===== src/rtl/ppu_oam_dma_if.sv =====
// Signal bundle for the OAM DMA engine: CPU trigger, CPU-bus read port,
// sprite RAM write port and status. The DMA side uses the slave modport.
interface ppu_oam_dma_if;
    logic        dma_start;
    logic [7:0]  dma_page;
    logic [7:0]  oam_base;
    logic        cpu_odd_cycle;
    logic        sprite_load_busy;
    logic [15:0] mem_addr;
    logic        mem_rd;
    logic [7:0]  mem_data_in;
    logic [7:0]  spram_wr_addr;
    logic [7:0]  spram_wr_data;
    logic        spram_wr_en;
    logic        cpu_halt;
    logic        busy;
    logic        done;

    modport master (
        output dma_start, dma_page, oam_base, cpu_odd_cycle, sprite_load_busy, mem_data_in,
        input  mem_addr, mem_rd, spram_wr_addr, spram_wr_data, spram_wr_en, cpu_halt, busy, done
    );

    modport slave (
        input  dma_start, dma_page, oam_base, cpu_odd_cycle, sprite_load_busy, mem_data_in,
        output mem_addr, mem_rd, spram_wr_addr, spram_wr_data, spram_wr_en, cpu_halt, busy, done
    );
endinterface


===== src/rtl/ppu_oam_dma.sv =====
// NES $4014 OAM DMA: copies one CPU page into sprite RAM, three cycles per byte.
// Define OAM_DMA_ODD_ALIGN_EN to insert the odd-cycle alignment stall.
module ppu_oam_dma #(
    parameter int unsigned PAGE_BYTES = 256
) (
    input  logic           clk,
    input  logic           rst,
    ppu_oam_dma_if.slave   bus
);

    localparam int unsigned     CNT_W    = $clog2(PAGE_BYTES);
    localparam logic [CNT_W-1:0] CNT_LAST = CNT_W'(PAGE_BYTES - 1);

    typedef enum logic [2:0] {
        S_IDLE    = 3'd0,
        S_DUMMY   = 3'd1,
        S_ALIGN   = 3'd2,
        S_READ    = 3'd3,
        S_CAPTURE = 3'd4,
        S_WRITE   = 3'd5,
        S_DONE    = 3'd6
    } state_e;

    state_e           state_q, state_d;
    logic [CNT_W-1:0] cnt_q, cnt_d;
    logic [7:0]       data_buf_q, data_buf_d;
    logic [7:0]       page_q, page_d;
    logic [7:0]       base_q, base_d;
    logic             odd_q, odd_d;

    logic [15:0]      mem_addr_q, mem_addr_d;
    logic             mem_rd_q, mem_rd_d;
    logic [7:0]       spram_wr_addr_q, spram_wr_addr_d;
    logic [7:0]       spram_wr_data_q, spram_wr_data_d;
    logic             spram_wr_en_q, spram_wr_en_d;
    logic             cpu_halt_q, cpu_halt_d;
    logic             busy_q, busy_d;
    logic             done_q, done_d;

    // State register and registered outputs
    always_ff @(posedge clk) begin
        if (!rst) begin
            state_q         <= S_IDLE;
            cnt_q           <= '0;
            data_buf_q      <= 8'h00;
            page_q          <= 8'h00;
            base_q          <= 8'h00;
            odd_q           <= 1'b0;
            mem_addr_q      <= 16'h0000;
            mem_rd_q        <= 1'b0;
            spram_wr_addr_q <= 8'h00;
            spram_wr_data_q <= 8'h00;
            spram_wr_en_q   <= 1'b0;
            cpu_halt_q      <= 1'b0;
            busy_q          <= 1'b0;
            done_q          <= 1'b0;
        end else begin
            state_q         <= state_d;
            cnt_q           <= cnt_d;
            data_buf_q      <= data_buf_d;
            page_q          <= page_d;
            base_q          <= base_d;
            odd_q           <= odd_d;
            mem_addr_q      <= mem_addr_d;
            mem_rd_q        <= mem_rd_d;
            spram_wr_addr_q <= spram_wr_addr_d;
            spram_wr_data_q <= spram_wr_data_d;
            spram_wr_en_q   <= spram_wr_en_d;
            cpu_halt_q      <= cpu_halt_d;
            busy_q          <= busy_d;
            done_q          <= done_d;
        end
    end

    // Next state; read strobe and status look ahead at state_d so they line up
    // with the state, while the write strobe follows the cycle that performed it.
    always_comb begin
        state_d         = state_q;
        cnt_d           = cnt_q;
        data_buf_d      = data_buf_q;
        page_d          = page_q;
        base_d          = base_q;
        odd_d           = odd_q;
        mem_addr_d      = mem_addr_q;
        mem_rd_d        = 1'b0;
        spram_wr_addr_d = spram_wr_addr_q;
        spram_wr_data_d = spram_wr_data_q;
        spram_wr_en_d   = 1'b0;
        cpu_halt_d      = 1'b0;
        busy_d          = 1'b0;
        done_d          = 1'b0;

        unique case (state_q)
            S_IDLE: begin
                if (bus.dma_start) begin
                    page_d  = bus.dma_page;
                    base_d  = bus.oam_base;
`ifdef OAM_DMA_ODD_ALIGN_EN
                    odd_d   = bus.cpu_odd_cycle;
`else
                    odd_d   = 1'b0;
`endif
                    cnt_d   = '0;
                    state_d = S_DUMMY;
                end
            end
            S_DUMMY: begin
                state_d = odd_q ? S_ALIGN : S_READ;
            end
            S_ALIGN: begin
                state_d = S_READ;
            end
            S_READ: begin
                state_d = S_CAPTURE;
            end
            S_CAPTURE: begin
                data_buf_d = bus.mem_data_in;
                state_d    = S_WRITE;
            end
            S_WRITE: begin
                // Sprite loader owns the RAM while busy; hold the byte until it frees up
                if (!bus.sprite_load_busy) begin
                    spram_wr_en_d   = 1'b1;
                    spram_wr_addr_d = base_q + 8'(cnt_q);
                    spram_wr_data_d = data_buf_q;
                    if (cnt_q == CNT_LAST) begin
                        state_d = S_DONE;
                    end else begin
                        cnt_d   = cnt_q + CNT_W'(1);
                        state_d = S_READ;
                    end
                end
            end
            S_DONE: begin
                state_d = S_IDLE;
            end
            default: begin
                state_d = S_IDLE;
            end
        endcase

        if (state_d == S_READ) begin
            mem_rd_d   = 1'b1;
            mem_addr_d = {page_d, 8'(cnt_d)};
        end
        busy_d     = (state_d != S_IDLE);
        cpu_halt_d = (state_d != S_IDLE);
        done_d     = (state_d == S_DONE);
    end

    assign bus.mem_addr      = mem_addr_q;
    assign bus.mem_rd        = mem_rd_q;
    assign bus.spram_wr_addr = spram_wr_addr_q;
    assign bus.spram_wr_data = spram_wr_data_q;
    assign bus.spram_wr_en   = spram_wr_en_q;
    assign bus.cpu_halt      = cpu_halt_q;
    assign bus.busy          = busy_q;
    assign bus.done          = done_q;

endmodule

===== src/flat_wrapper.sv =====
// flat-port wrapper written by rule: the top's interface ports become plain ports
module ppu_oam_dma_flat 
#(
    parameter int unsigned PAGE_BYTES = 256
)
  (clk, rst, bus_dma_start, bus_dma_page, bus_oam_base, bus_cpu_odd_cycle, bus_sprite_load_busy, bus_mem_data_in, bus_mem_addr, bus_mem_rd, bus_spram_wr_addr, bus_spram_wr_data, bus_spram_wr_en, bus_cpu_halt, bus_busy, bus_done);
  ppu_oam_dma_if bus_i ();
  input  logic clk;
  input  logic rst;
  input wire logic [$bits(bus_i.dma_start)-1:0] bus_dma_start;
  input wire logic [$bits(bus_i.dma_page)-1:0] bus_dma_page;
  input wire logic [$bits(bus_i.oam_base)-1:0] bus_oam_base;
  input wire logic [$bits(bus_i.cpu_odd_cycle)-1:0] bus_cpu_odd_cycle;
  input wire logic [$bits(bus_i.sprite_load_busy)-1:0] bus_sprite_load_busy;
  input wire logic [$bits(bus_i.mem_data_in)-1:0] bus_mem_data_in;
  output wire logic [$bits(bus_i.mem_addr)-1:0] bus_mem_addr;
  output wire logic [$bits(bus_i.mem_rd)-1:0] bus_mem_rd;
  output wire logic [$bits(bus_i.spram_wr_addr)-1:0] bus_spram_wr_addr;
  output wire logic [$bits(bus_i.spram_wr_data)-1:0] bus_spram_wr_data;
  output wire logic [$bits(bus_i.spram_wr_en)-1:0] bus_spram_wr_en;
  output wire logic [$bits(bus_i.cpu_halt)-1:0] bus_cpu_halt;
  output wire logic [$bits(bus_i.busy)-1:0] bus_busy;
  output wire logic [$bits(bus_i.done)-1:0] bus_done;
  assign bus_i.dma_start = bus_dma_start;
  assign bus_i.dma_page = bus_dma_page;
  assign bus_i.oam_base = bus_oam_base;
  assign bus_i.cpu_odd_cycle = bus_cpu_odd_cycle;
  assign bus_i.sprite_load_busy = bus_sprite_load_busy;
  assign bus_i.mem_data_in = bus_mem_data_in;
  assign bus_mem_addr = bus_i.mem_addr;
  assign bus_mem_rd = bus_i.mem_rd;
  assign bus_spram_wr_addr = bus_i.spram_wr_addr;
  assign bus_spram_wr_data = bus_i.spram_wr_data;
  assign bus_spram_wr_en = bus_i.spram_wr_en;
  assign bus_cpu_halt = bus_i.cpu_halt;
  assign bus_busy = bus_i.busy;
  assign bus_done = bus_i.done;
  ppu_oam_dma #(.PAGE_BYTES(PAGE_BYTES)) u_core (.clk(clk), .rst(rst), .bus(bus_i));
endmodule

===== config.mk =====
export PLATFORM = sky130hd
export DESIGN_NAME = ppu_oam_dma_flat
export DESIGN_NICKNAME = d
export VERILOG_FILES = /design/src/rtl/ppu_oam_dma_if.sv /design/src/rtl/ppu_oam_dma.sv /design/src/flat_wrapper.sv
export SDC_FILE = /design/constraint.sdc
export NUM_CORES = 1
export LEC_CHECK = 0
export ABC_AREA = 1
export BUFFER_PORTS_ARGS = -buffer_cell sky130_fd_sc_hd__buf_4
export CAP_MARGIN = 40
export CORE_UTILIZATION = 28
export CTS_CLUSTER_SIZE = 28
export DETAILED_ROUTE_END_ITERATION = 8
export HOLD_SLACK_MARGIN = 0.06
export PLACE_DENSITY = 0.45
export SLEW_MARGIN = 30
export SYNTH_ARGS = -nofsm -noshare
export SYNTH_HDL_FRONTEND = slang
export SYNTH_SLANG_ARGS = --single-unit

===== constraint.sdc =====
create_clock -name clk -period 2.15 [get_ports clk]
set_input_delay 0.1075 -clock clk [delete_from_list [all_inputs] [get_ports clk]]
set_output_delay 0.1075 -clock clk [all_outputs]
set_load 0.02 [all_outputs]

# Yosys cells after proc, flatten, opt, wreduce, memory -nomap -nowiden
# Cells that the tools add are included.
[totals] ff_bits=71 inputBits=29 out_inout_bits=37 wordCells=41
[op_classes] add_sub_neg=2 n_eq_ne=8 mux=12 bitwise_logic=1 n_reduce_logical=6
[op_table] operator="$mux 8" count=5
[op_table] operator="$pmux 8 s2" count=1
[op_table] operator="$pmux 3 s5" count=1
[op_table] operator="$eq 3x2->1 const B" count=3
[op_table] operator="$eq 3x3->1 const B" count=3
[op_table] operator="$mux 3" count=3
[op_table] operator="$add 8x1->8 const B" count=1
[op_table] operator="$add 8x8->8" count=1
[op_table] operator="$eq 8x8->1 const B" count=1
[op_table] operator="$reduce_and 2->1" count=3
[op_table] operator="$eq 3x1->1 const B" count=1
[op_table] operator="$logic_not 3->1" count=1
[op_table] operator="$reduce_bool 3->1" count=1
[op_table] operator="$mux 1" count=2
[op_table] operator="$reduce_or 2->1" count=1
[op_table] operator="$not 1->1" count=1

# Longest topological paths before layout
# Gate-level depths: netlist (run 1).
[depth] word_depth=6 depth_mapped=11 ltp_nobuf=11

# Least setup slack after synthesis (run 1)
# OpenSTA, ideal clock, no wires.
[synth_path] path_kind="reg-to-reg" startpoint="register u_core.cnt_q[0]" endpoint="register u_core.mem_addr_q[5], in the netlist u_core.bus.mem_addr[5]" setup_ns=0.114 arrival_time_ns=1.413 required_time_ns=2.036 slack_ns=0.623 path_stages_with_launch=11 path_buffers=1 synth_period_minus_slack_ns=1.527 path_cell_list="dfxtp_1 ha_1 nand2_1 nor2_1 nand2_1 nand2_2 nand2_4 nand2_4 buf_6 a21oi_1 nor2_1"
[synth_between] elab_chain_len=5 elab_cells_between_ends=9 cone_classes="1 x add/sub; 2 x eq/ne; 6 x mux"
[synth_lines] element="start, declared" line="ppu_oam_dma.sv:25" text="logic [CNT_W-1:0] cnt_q, cnt_d;"
[synth_lines] element="start signal, assigned" line="ppu_oam_dma.sv:59" text="cnt_q <= cnt_d;"
[synth_lines] element="parallel branches: the longest is 5 deep, another holds $add 8x1->8"
[synth_lines] element="end signal, assigned" line="ppu_oam_dma.sv:64" text="mem_addr_q <= mem_addr_d;"
[synth_lines] element="end, declared" line="ppu_oam_dma.sv:31" text="logic [15:0] mem_addr_q, mem_addr_d;"
# Several ways; the timed one is not identified.
# A chain may end at the register's enable or synchronous reset.

# Worst setup path in the final report (run 1)
[layout_path] startpoint="register u_core.state_q[2]" endpoint="register u_core.mem_addr_q[6], in the netlist u_core.bus.mem_addr[6]"
[layout_between] elab_chain_len=4 elab_cells_between_ends=12 cone_classes="6 x eq/ne; 4 x mux; 2 x reduce/logical"
[layout_lines] element="start, declared" line="ppu_oam_dma.sv:24" text="state_e state_q, state_d;"
[layout_lines] element="start signal, assigned" line="ppu_oam_dma.sv:58" text="state_q <= state_d;"
[layout_lines] element="$eq 3x1->1 or $eq 3x2->1 (tied branches)" line="ppu_oam_dma.sv:93" text="unique case (state_q)"
[layout_lines] element="$reduce_or 2->1 (no line)"
[layout_lines] element="$pmux 3 s5" line="ppu_oam_dma.sv:93"
[layout_lines] element="$eq 3x2->1" line="ppu_oam_dma.sv:142" text="if (state_d == S_READ) begin"
# Parallel ways exist; a longest one is shown, timed or not.

==> summary.md, run 1 <==
| Metric | Value |
|---|---|
| R2R Path End | u_core.bus.mem_addr[6] |
| Max H-tree Level | 3 |
| Fmax | approximately 570 MHz |
| Detailed Place HPWL | approximately 5400 um |
| Crit path DAT | just under 2 ns |
| Post_cts resized | 0 |
| Clock Skews | slightly above 0.01 ns |
| Root Buffer Master | clkbuf_16 |
| Vias in the first global route | roughly 2900 |
| Largest net degree at the start of global routing | a little over 40 |
| GP Congestion | just under 0.8 |
| R2R cell count | 7 |
| Die Ht | between 100 and 150 um |
| Crit-path slowest cell | dfxtp_1 |
| Post-Syn Instances | 446 |
| VDD IR max | between 0.4 and 0.5 mV |
| Die area | 0.01179 mm^2 |
| Die Width | about 110 um |
| 1st-iter DRT viols | roughly 70 |
| IO Port Bufs | 64 |
| Post-synthesis register bit count | 71 |
| Ys Warns | 0 |
| Clk sinks | between 70 and 80 |
| Later-pin clock latency in the skew report | approximately 0.33 ns |
| Initial antenna violation count | 0 |
| Core area | ~0.011 mm^2 |
| Reg-to-reg slack, setup | about 0.4 ns |
| DR WL/cell | between 10 and 15 um |
| Global Route Usage Sum | between 10 and 15% |
| Row cnt | 38 |
| TritonCTS clock tree | done |
| Placed inst area | roughly 0.0038 mm^2 |
| Cell area after synthesis | between 0.003 and 0.004 mm^2 |
| Slowest stage delay, CP | between 0.4 and 0.5 ns |
| Area grow syn2layout | 33.29% |
| Crit Reg-Reg Startpoint | u_core.state_q[2] |
| Routed Antenna Nets | 0 |
| Nets | approximately 560 |
| Pwr per Cell Area | around 1100 mW/mm^2 |
| Post-synth cell types | 29 |
| CP endpoint kind | flip-flop |
| Final TNS setup | 0 ns |
| Initial Utilization | between 20% and 30% |
| Sequential area share after synthesis | between 40% and 50% |
| Layout cells sized above 1 | between 10% and 20% |
| IO Pins | 66 |
| Final setup vio count | 0 |
| CTS buffer count | 9 |
| Status | finished, final reports clean |
| Most used DFF post-synth | dfxtp_1 |
| Slew Limit Fails | 0 |
| Hold Crit Class | in2reg |
| Most Crowded Layer GR | met2 |
| Min-delay src | bus_oam_base[1] |
| Syn Area/Cell | around 7.1 um^2 |
| Final WL | approximately 7900 um |
| Slew HR | between 60% and 70% |
| Iteration count of the initial detailed-routing pass | 4 |
| Max Cap Viol | 0 |
| M3 GR Usage | between 4 and 5% |
| Clock-pin slew on the worst setup and hold paths | about 0.060 ns |
| Fin crit period | ~1.8 ns |
| EDFF count, synth | 0 |
| Lkg Pwr | 2.013 nW |
| Total Power | 4.549 mW |
| Total gr overflow | 0 |
| Slew @ Worst Pin | between 0.5 and 0.6 ns |
| Crit path launch type | flip-flop |
| CTS Hold Bufs | 15 |
| CTS Buffer Depth | 2 |
| Grt met2 use | between 20% and 30% |
| Vias per std cell | 4.399 |
| Hold endpoint | u_core.base_q[1] |
| Ant. Diodes | 0 |
| Final instance area | roughly 0.0042 mm^2 |
| Global-route wire length before repair | 13320 um |
| Via Count | approximately 2900 |
| DRC | 0 |
| RSZ-0062 raised after global routing | no |
| Hold Vio Cnt, Final | 0 |
| Post-synthesis async set-or-reset flop share | 0% |
| Critical path buffers and inverters | 1 |
| WS Path Type | reg2reg |
| WP data required | 2.37 ns |
| Max Fanout on Critical Path | 18 |
| Met1 usage | 17.77% |
| Crit-path cells | nand2_2 > nor3_4 > inv_2 > o21ai_4 > nand2_4 > a21oi_1 > nor2_1 |
| Hold path cells | 3 |
| Period utilization | 81.72% |
| Net count after synthesis | 484 |
| Post-CTS Setup Inserts | 0 |
| Delay-heaviest family, CP | simple AND/OR/NAND/NOR gates |
-- worst max path at each step --
stage	from	end	cells past startpoint
detailed placement	u_core.state_q[2]	u_core.bus.mem_addr[4]	7
finish	u_core.state_q[2]	u_core.bus.mem_addr[6]	7
floorplan	u_core.cnt_q[0]	u_core.bus.mem_addr[5]	10
CTS	u_core.state_q[2]	u_core.bus.mem_addr[6]	7
global route	u_core.cnt_q[1]	u_core.bus.mem_addr[4]	10
global placement	u_core.state_q[2]	u_core.bus.mem_addr[6]	7
-- metal layers --
layer / up-vias / part of all wire, % / wire length, um
li1: 1570 / - / -
met1: 1313 / 47 / 3734
met2: 53 / 47 / 3723
met3: 7 / 4.5 / 353
met4: 0 / 1.2 / 94
met5: - / 0 / 0
-- flip-flops by register name (all words and copies together) (netlist names) --
register                  count
u_core.bus.spram_wr_en        1
u_core.bus.spram_wr_addr      8
u_core.cnt_q                  8
u_core.bus.mem_rd             1
u_core.page_q                 8
u_core.base_q                 8
u_core.bus.mem_addr          16
u_core.bus.cpu_halt           1
u_core.bus.done               1
u_core.bus.spram_wr_data      8
u_core.data_buf_q             8
u_core.state_q                3
-- area by class of cell --
class / instances / area [um^2]
sequential: 71 / 1421
timing repair buffer: 84 / 668.1
inverter: 44 / 165.2
fill: 1173 / 6698
tap: 140 / 175.2
clock inverter: 5 / 57.56
multi-input combinational: 314 / 1508
clock buffer: 11 / 242.7
-- cell usage after synthesis, types with 2 or more instances --
cell type,n,share of area (%)
a21oi_1,31,4.9
buf_2,5,0.79
buf_4,2,0.47
clkbuf_1,9,1.1
dfxtp_1,71,45
ha_1,8,3.1
inv_1,42,5.0
nand2_1,89,11
nand2_2,3,0.59
nand2_4,2,0.71
nand3_1,30,4.7
nand4_1,4,0.79
nor2_1,90,11
o21ai_0,34,5.4
or2_2,9,1.8
xnor2_1,2,0.55
xor2_1,3,0.83
-- per-stage QoR --
step | cells | hold slack (ns) | setup slack [ns] | utilization (%)
final | 669 | 0.08383 | 0.3931 | 38.75
after global placement | 638 | 0.3614 | 0.3913 | 34.63
after CTS | 669 | 0.08310 | 0.3674 | 38.75
after floorplan | 446 | 0.2418 | 0.6233 | -
after global routing | 669 | 0.08473 | 0.1613 | 38.75
after detailed placement | 638 | 0.3665 | 0.3636 | 34.63
-- tightest hold or removal path, stage by stage --
cell	delay [ns]
buf_4	0.08
o21ai_0	0.08
a21oi_1	0.10
-- cell usage in the layout, fill, tap and decap left out, types with 3 or more instances in the layout --
master,Yosys,routed
nand2_2,3,3
ha_1,8,8
o21ai_0,34,34
nand3_1,30,30
buf_4,2,69
dlygate4sd3_1,0,15
a21oi_1,31,31
xor2_1,3,3
nor2_1,90,90
inv_1,42,42
nand4_1,4,4
clkbuf_16,0,9
dfxtp_1,71,71
or2_2,9,9
nand2_1,89,89
-- where the power goes --
part	switching [mW]	total, mW	internal (mW)
registers	0.124	1.68	1.55
clock network	0.560	1.49	0.930
logic	0.843	1.38	0.540
total	1.53	4.55	3.02
-- kinds of logic (layout without fill, tap and decap cells) --
family	after synthesis	in the layout	share of synthesized area (%)
XOR/XNOR	5	5	1.378
buffers and inverters	61	144	7.870
flip-flops	71	71	44.71
AND/OR/NAND/NOR	230	230	30.62
adder cells (fa/ha/maj)	9	9	3.778
AO/OA/AOI/OAI	70	70	11.65
Power figures use the tool's default switching activity.
==> inputs of run 2 (changes only) <==
==> constraint.sdc (replaced) <==
create_clock -name clk -period 1.65 [get_ports clk]
set_input_delay 0.0825 -clock clk [delete_from_list [all_inputs] [get_ports clk]]
set_output_delay 0.0825 -clock clk [all_outputs]
set_load 0.02 [all_outputs]
==> run 2 against run 1 <==
  * Fmax increased by 14%
  * Non-clock buffer count increased by 18
  * Flip-flop and latch count is the same
  * Clock power increased by 25%
  * Via count increased by 2.4%
  * Sequential share of layout area fell by 1.4 points
  * Total power rose by 34%
  * Register-to-register slack worse by 0.28 ns
  * Clock skew down 0.0024 ns
  * Critical path type unchanged
  * Largest cell class unchanged
  * Highest routed layer unchanged
==> summary.md, run 2 (synthesis gave the netlist of run 1 again) <==
| Metric | Value |
|---|---|
| Clk sinks | 71 (unchanged) |
| Min-delay src | bus_dma_page[1] |
| Routed Antenna Nets | 0 (unchanged) |
| Slowest stage delay, CP | 0.34 ns (-0.07 ns) |
| Post-route insts no fill | 687 (+2.7%) |
| Fmax | 649.8 MHz (+14%) |
| Vias per std cell | 4.387 (-0.27%) |
| VDD IR max | 0.5845 mV (+43%) |
| Pwr per Cell Area | 1372 mW/mm^2 (+28%) |
| Vias in the first global route | 2988 (+3.9%) |
| DR WL/cell | 12.19 um (+3.2%) |
| WP data required | 1.87 ns (-0.50 ns) |
| Area grow syn2layout | 39.91% |
| Die Width | 108.6 um (unchanged) |
| Delay-heaviest family, CP | simple AND/OR/NAND/NOR gates |
| DRC | 0 (unchanged) |
| Period utilization | 93.26% (+12 points) |
| Die Ht | 108.6 um (unchanged) |
| Detailed Place HPWL | 5710 um (+5.0%) |
| Iteration count of the initial detailed-routing pass | 4 (unchanged) |
| Slew HR | 78.36% (+13 points) |
| Later-pin clock latency in the skew report | 0.33 ns (about the same) |
| Max Cap Viol | 0 (unchanged) |
| Slew Limit Fails | 0 (unchanged) |
| Crit-path slowest cell | dfxtp_2 |
| Most used cell, CP | nor2_1 |
| Commonest non-fill, non-tap cells in the layout | nor2_1, nand2_1, buf_4 |
| Max H-tree Level | 3 (unchanged) |
| Hold path cells | 4 (+1) |
| WS Path Type | reg2reg |
| Fin crit period | 1.539 ns (-0.2181 ns) |
| Die area | 0.01179 mm^2 (unchanged) |
| R2R cell count | 8 (+1) |
| Dpl cells | 653 (+2.4%) |
| Final WL | 8375 um (+6.0%) |
| Via Count | 3014 (+2.4%) |
| Crit path launch type | flip-flop |
| Number of flip-flops in the largest register | 16 (unchanged) |
| GP Congestion | 0.8052 (+2.4%) |
| Hold Worst Slack | 0.09696 ns (+0.01313 ns) |
| Root Buffer Master | clkbuf_16 |
| Final setup vio count | 0 (unchanged) |
| Initial antenna violation count | 0 (unchanged) |
| Clock-pin slew on the worst setup and hold paths | 0.06 ns (about the same) |
| Total gr overflow | 0 (unchanged) |
| Crit-path cells | nor2_1 > nand3_2 > buf_4 > or2_2 > o21ai_0 > nand3_1 > nand2_1 > nor2_1 |
| 1st-iter DRT viols | 52 (-25%) |
| Core area | 0.01094 mm^2 (unchanged) |
| CP endpoint kind | flip-flop |
| Initial Utilization | 29.07% (unchanged) |
| CTS buffer count | 9 (unchanged) |
| Hold endpoint | u_core.page_q[1] |
| Global Route Usage Sum | 15.16% (+0.49 points) |
| Core Util, Final | 40.68% (+1.9 points) |
| RSZ-0062 raised after global routing | yes |
| Layout cells sized above 1 | 25.23% (+5.8 points) |
| DP Worst Slack | 0.01781 ns (-0.3458 ns) |
| Final WS setup | 0.1111 ns (-0.2819 ns) |
| Crit path DAT | 1.76 ns (-0.21 ns) |
| Nets | 580 (+3.2%) |
| Filler instances | 1184 (+0.94%) |
| Crit Reg-Reg Startpoint | u_core.state_q[0] |
| IO Pins | 66 (unchanged) |
| Clock Skews | 0.007657 ns (-0.002417 ns) |
| CTS Buffer Depth | 2 (unchanged) |
| Critical path buffers and inverters | 1 (unchanged) |
| TritonCTS clock tree | done |
| Max Fanout on Critical Path | 5 (-13) |
| Lkg Pwr | 2.086 nW (+3.6%) |
| IO Port Bufs | 64 (unchanged) |
| Status | finished, final reports clean |
| Largest net degree at the start of global routing | 24 (-41%) |
| Hold Vio Cnt, Final | 0 (unchanged) |
| Reg-to-reg slack, setup | 0.11 ns (-0.28 ns) |
| Hold Crit Class | in2reg |
| Slew @ Worst Pin | 0.3236 ns (-0.1984 ns) |
| Final TNS setup | 0 ns (unchanged) |
| Row cnt | 38 (unchanged) |
| R2R Path End | u_core.bus.mem_addr[15] |
| Global-route wire length before repair | 13840 um (+3.9%) |
| Ant. Diodes | 0 (unchanged) |
==> run 2: cell count changes in the layout (fill, tap and decap cells not counted), moves of 3 or more <==
cell        delta
clkinvlp_4     +4
buf_4         +14
dfxtp_1        -4
o21ai_1        +6
o21ai_0        -7
dfxtp_2        +3
inv_1          -3
==> run 2: per-stage QoR <==
stage / instance area (um^2) / power (mW)
global route: 4448 / 6.541
floorplan: 3179 / 3.462
finish: 4448 / 6.104
global placement: 3925 / 4.162
detailed placement: 3925 / 4.182
CTS: 4369 / 6.109
==> run 2: where the power goes <==
part,internal [mW],leakage (nW),switching (mW)
Sequential,2.02,0.581,0.160
Clock,1.06,0.131,0.793
Combinational,0.866,1.37,1.20
==> run 2: layout make-up <==
class	instances	area, um^2	area share (%)
clock buffers	10	239.0	5.373
well taps	140	175.2	3.938
multi-input cells	314	1553	34.91
inverters	44	168.9	3.797
repair buffers	102	838.3	18.85
flip-flops and latches	71	1429	32.12
clock inverters	6	45.04	1.013
==> run 2: timing repair <==
item / CTS / global route
endpoints found under the setup margin: 0 / 28
setup buffers: 0 / 2
endpoints found under the hold margin: 16 / 0
hold buffers: 16 / 0
resized for setup: 0 / 29
==> run 2: layer usage <==
| metal | global-route usage, % | vias to the layer above | part of all wire (%) |
|---|---|---|---|
| li1 | - | 1606 | - |
| met1 | 19.13 | 1355 | 49 |
| met4 | 4.344 | 0 | 1.1 |
| met2 | 25.45 | 46 | 46 |
| met5 | 0 | - | 0 |
| met3 | 3.737 | 7 | 3.3 |
==> run 2: worst max path at each step <==
stage | start | end | slack, ns | cells past startpoint
after floorplan | u_core.cnt_q[0] | u_core.bus.mem_addr[5] | 0.12 | 10
after global routing | u_core.cnt_q[1] | u_core.bus.mem_addr[14] | -0.02 | 9
after detailed placement | u_core.state_q[2] | u_core.bus.mem_addr[14] | 0.02 | 8
after CTS | u_core.state_q[2] | u_core.bus.mem_addr[11] | 0.006 | 8
after global placement | u_core.state_q[0] | u_core.base_q[3] | 0.06 | 7
final | u_core.state_q[0] | u_core.bus.mem_addr[15] | 0.11 | 8
==> run 2: worst min-delay path, cell delays in order <==
cell and delay (ns):
buf_4 0.08, or2_2 0.09, o21ai_1 0.07, nor2_1 0.08
==> inputs of run 3 (changes only) <==
==> constraint.sdc (replaced) <==
create_clock -name clk -period 1.5 [get_ports clk]
set_input_delay 0.075 -clock clk [delete_from_list [all_inputs] [get_ports clk]]
set_output_delay 0.075 -clock clk [all_outputs]
set_load 0.02 [all_outputs]
==> run 3 against run 2 <==
  * Register-to-register slack lost 0.08 ns
  * Via count grew 3.0%
  * Final area increased by 8.8%
  * Largest power group is now combinational logic
  * Clock skew is 0.0024 ns lower
  * Critical endpoint is now u_core.bus.mem_addr[8]
  * First-iteration DRC count up 29%
==> summary.md, run 3 (synthesis gave the netlist of run 1 again) <==
| Metric | Value |
|---|---|
| Global-route wire length before repair | 13710 um (-0.95%) |
| 1st-iter DRT viols | 67 (+29%) |
| Slew @ Worst Pin | 0.3648 ns (+0.04117 ns) |
| Crit-path cells | ha_4 > nand2_4 > nor2_4 > nand2_2 > nand2_4 > nand2_8 > buf_6 > a21oi_1 > nor2_1 |
| WL met1 | 3974 um (-3.8%) |
| Pwr per Cell Area | 1512 mW/mm^2 (+10%) |
| Period utilization | 98.25% (+5.0 points) |
| Clock-pin slew on the worst setup and hold paths | 0.06 ns (about the same) |
| Clk sinks | 71 (unchanged) |
| Die Width | 108.6 um (unchanged) |
| CTS Buffer Depth | 2 (unchanged) |
| Critical path buffers and inverters | 1 (unchanged) |
| Nets | 597 (+2.9%) |
| Final TNS setup | 0 ns (unchanged) |
| Routed wl met3 | 345 um (+25%) |
| Row cnt | 38 (unchanged) |
| Core Util, Final | 44.26% (+3.6 points) |
| Hold Crit Class | in2reg |
| Final instance area | 0.004840 mm^2 (+8.8%) |
| Crit path launch type | flip-flop |
| Max H-tree Level | 3 (unchanged) |
| Die Ht | 108.6 um (unchanged) |
| DRC | 0 (unchanged) |
| Total gr overflow | 0 (unchanged) |
| Top Metal Used | met4 |
| DR WL/cell | 11.99 um (-1.7%) |
| WP data required | 1.73 ns (-0.14 ns) |
| Hold Vio Cnt, Final | 0 (unchanged) |
| Crit. path cell count | 9 (+1) |
| Most used cell, CP | nand2_4 |
| Root Buffer Master | clkbuf_16 |
| Area grow syn2layout | 52.22% |
| Status | finished, final reports clean |
| VDD IR max | 0.8928 mV (+53%) |
| CTS buffer count | 9 (unchanged) |
| TritonCTS clock tree | done |
| Vias in the first global route | 3031 (+1.4%) |
| Placed inst area | 0.004008 mm^2 (+2.1%) |
| Hold path cells | 4 (unchanged) |
| CP endpoint kind | flip-flop |
| Clock Skews | 0.005284 ns (-0.002373 ns) |
| Fin crit period | 1.474 ns (-0.06515 ns) |
| Ant. Diodes | 0 (unchanged) |
| Dpl cells | 665 (+1.8%) |
| Later-pin clock latency in the skew report | 0.33 ns (about the same) |
| Final WL | 8438 um (+0.75%) |
| GP Congestion | 0.8145 (+1.2%) |
| R2R cell count | 9 (+1) |
| Initial Utilization | 29.07% (unchanged) |
| Area of the multi-input gates | 0.001735 mm^2 (+12%) |
| IO Port Bufs | 64 (unchanged) |
| Max Fanout on Critical Path | 8 (+3) |
| Layout cells sized above 1 | 32.98% (+7.8 points) |
| Die area | 0.01179 mm^2 (unchanged) |
| Global Route Usage Sum | 15.14% (-0.018 points) |
| Final WS setup | 0.02629 ns (-0.08485 ns) |
| Leading cell type in the layout, fill and taps excluded | buf_4 |
| Routed Antenna Nets | 0 (unchanged) |
| Via Count | 3104 (+3.0%) |
| Max Cap Viol | 0 (unchanged) |
| Final setup vio count | 0 (unchanged) |
| Register area | 0.001448 mm^2 (+1.3%) |
| Largest net degree at the start of global routing | 36 (+50%) |
| Detailed Place HPWL | 5761 um (+0.89%) |
| DP Worst Slack | -0.06127 ns (-0.07908 ns) |
| Crit path DAT | 1.70 ns (-0.06 ns) |
| Iteration count of the initial detailed-routing pass | 4 (unchanged) |
| Commonest non-fill, non-tap cells in the layout | buf_4, nor2_1, nand2_1 |
| Delay-heaviest family, CP | simple AND/OR/NAND/NOR gates |
| Slew Limit Fails | 0 (unchanged) |
| Post-route insts no fill | 704 (+2.5%) |
| IO Pins | 66 (unchanged) |
| Slew HR | 75.65% (-2.7 points) |
| Lkg Pwr | 2.223 nW (+6.5%) |
| Crit-path slowest cell | dfxtp_4 |
| Number of flip-flops in the largest register | 16 (unchanged) |
| Filler instances | 1154 (-2.5%) |
| WS Path Type | reg2reg |
| Vias per std cell | 4.409 (+0.50%) |
| Metal2 WL | 4006 um (+3.4%) |
| Slowest stage delay, CP | 0.37 ns (+0.03 ns) |
| RSZ-0062 raised after global routing | yes |
| Fmax | 678.6 MHz (+4.4%) |
| Core area | 0.01094 mm^2 (unchanged) |
| Initial antenna violation count | 0 (unchanged) |
-- run 3: layout make-up --
type	instances	share of cell area, %
Clock buffer	11	5.222
Tap cell	140	3.619
Timing Repair Buffer	118	21.04
Multi-Input combinational cell	315	35.86
Inverter	44	3.490
Sequential cell	71	29.91
Clock inverter	5	0.8532
-- run 3: worst reg2reg max path, cell delays in order (launching register included) --
cell,delay [ns]
dfxtp_4,0.37
ha_4,0.15
nand2_4,0.06
nor2_4,0.10
nand2_2,0.08
nand2_4,0.14
nand2_8,0.12
buf_6,0.16
a21oi_1,0.12
nor2_1,0.06
-- run 3: power breakdown --
group | switching [mW] | internal, mW | leakage [nW]
clock network | 0.850 | 1.22 | 0.138
logic | 1.51 | 1.31 | 1.50
registers | 0.199 | 2.23 | 0.585
total | 2.56 | 4.76 | 2.22
-- run 3: final timing paths --
path	end	start	slack, ns
setup / recovery	u_core.bus.mem_addr[8]	u_core.cnt_q[1]	0.03
hold / removal	u_core.page_q[5]	bus_dma_page[5]	0.08
setup reg to reg	u_core.bus.mem_addr[8]	u_core.cnt_q[1]	0.03
hold reg to reg	u_core.base_q[7]	u_core.base_q[7]	0.48
-- run 3: routing by layer --
layer | global-route usage, % | up-vias
li1 | - | 1647
met1 | 18.64 | 1395
met2 | 24.91 | 52
met3 | 4.159 | 10
met4 | 5.985 | 0
met5 | 0 | -
-- run 3: what timing repair did --
action / CTS / global route
endpoints found under the setup margin: 30 / 42
buffers inserted: 2 / 2
cloned: 1 / 2
gates resized for setup: 13 / 70
hold buffers: 17 / 0
endpoints found under the hold margin: 20 / 0
pin swaps: 2 / 14
-- run 3: per-stage QoR --
stage               hold slack, ns  power, mW
floorplan                   0.2093      3.813
global placement            0.3292      4.606
detailed placement          0.3295      4.617
CTS                        0.08476      6.834
global route               0.09439      7.800
finish                     0.08493      7.318
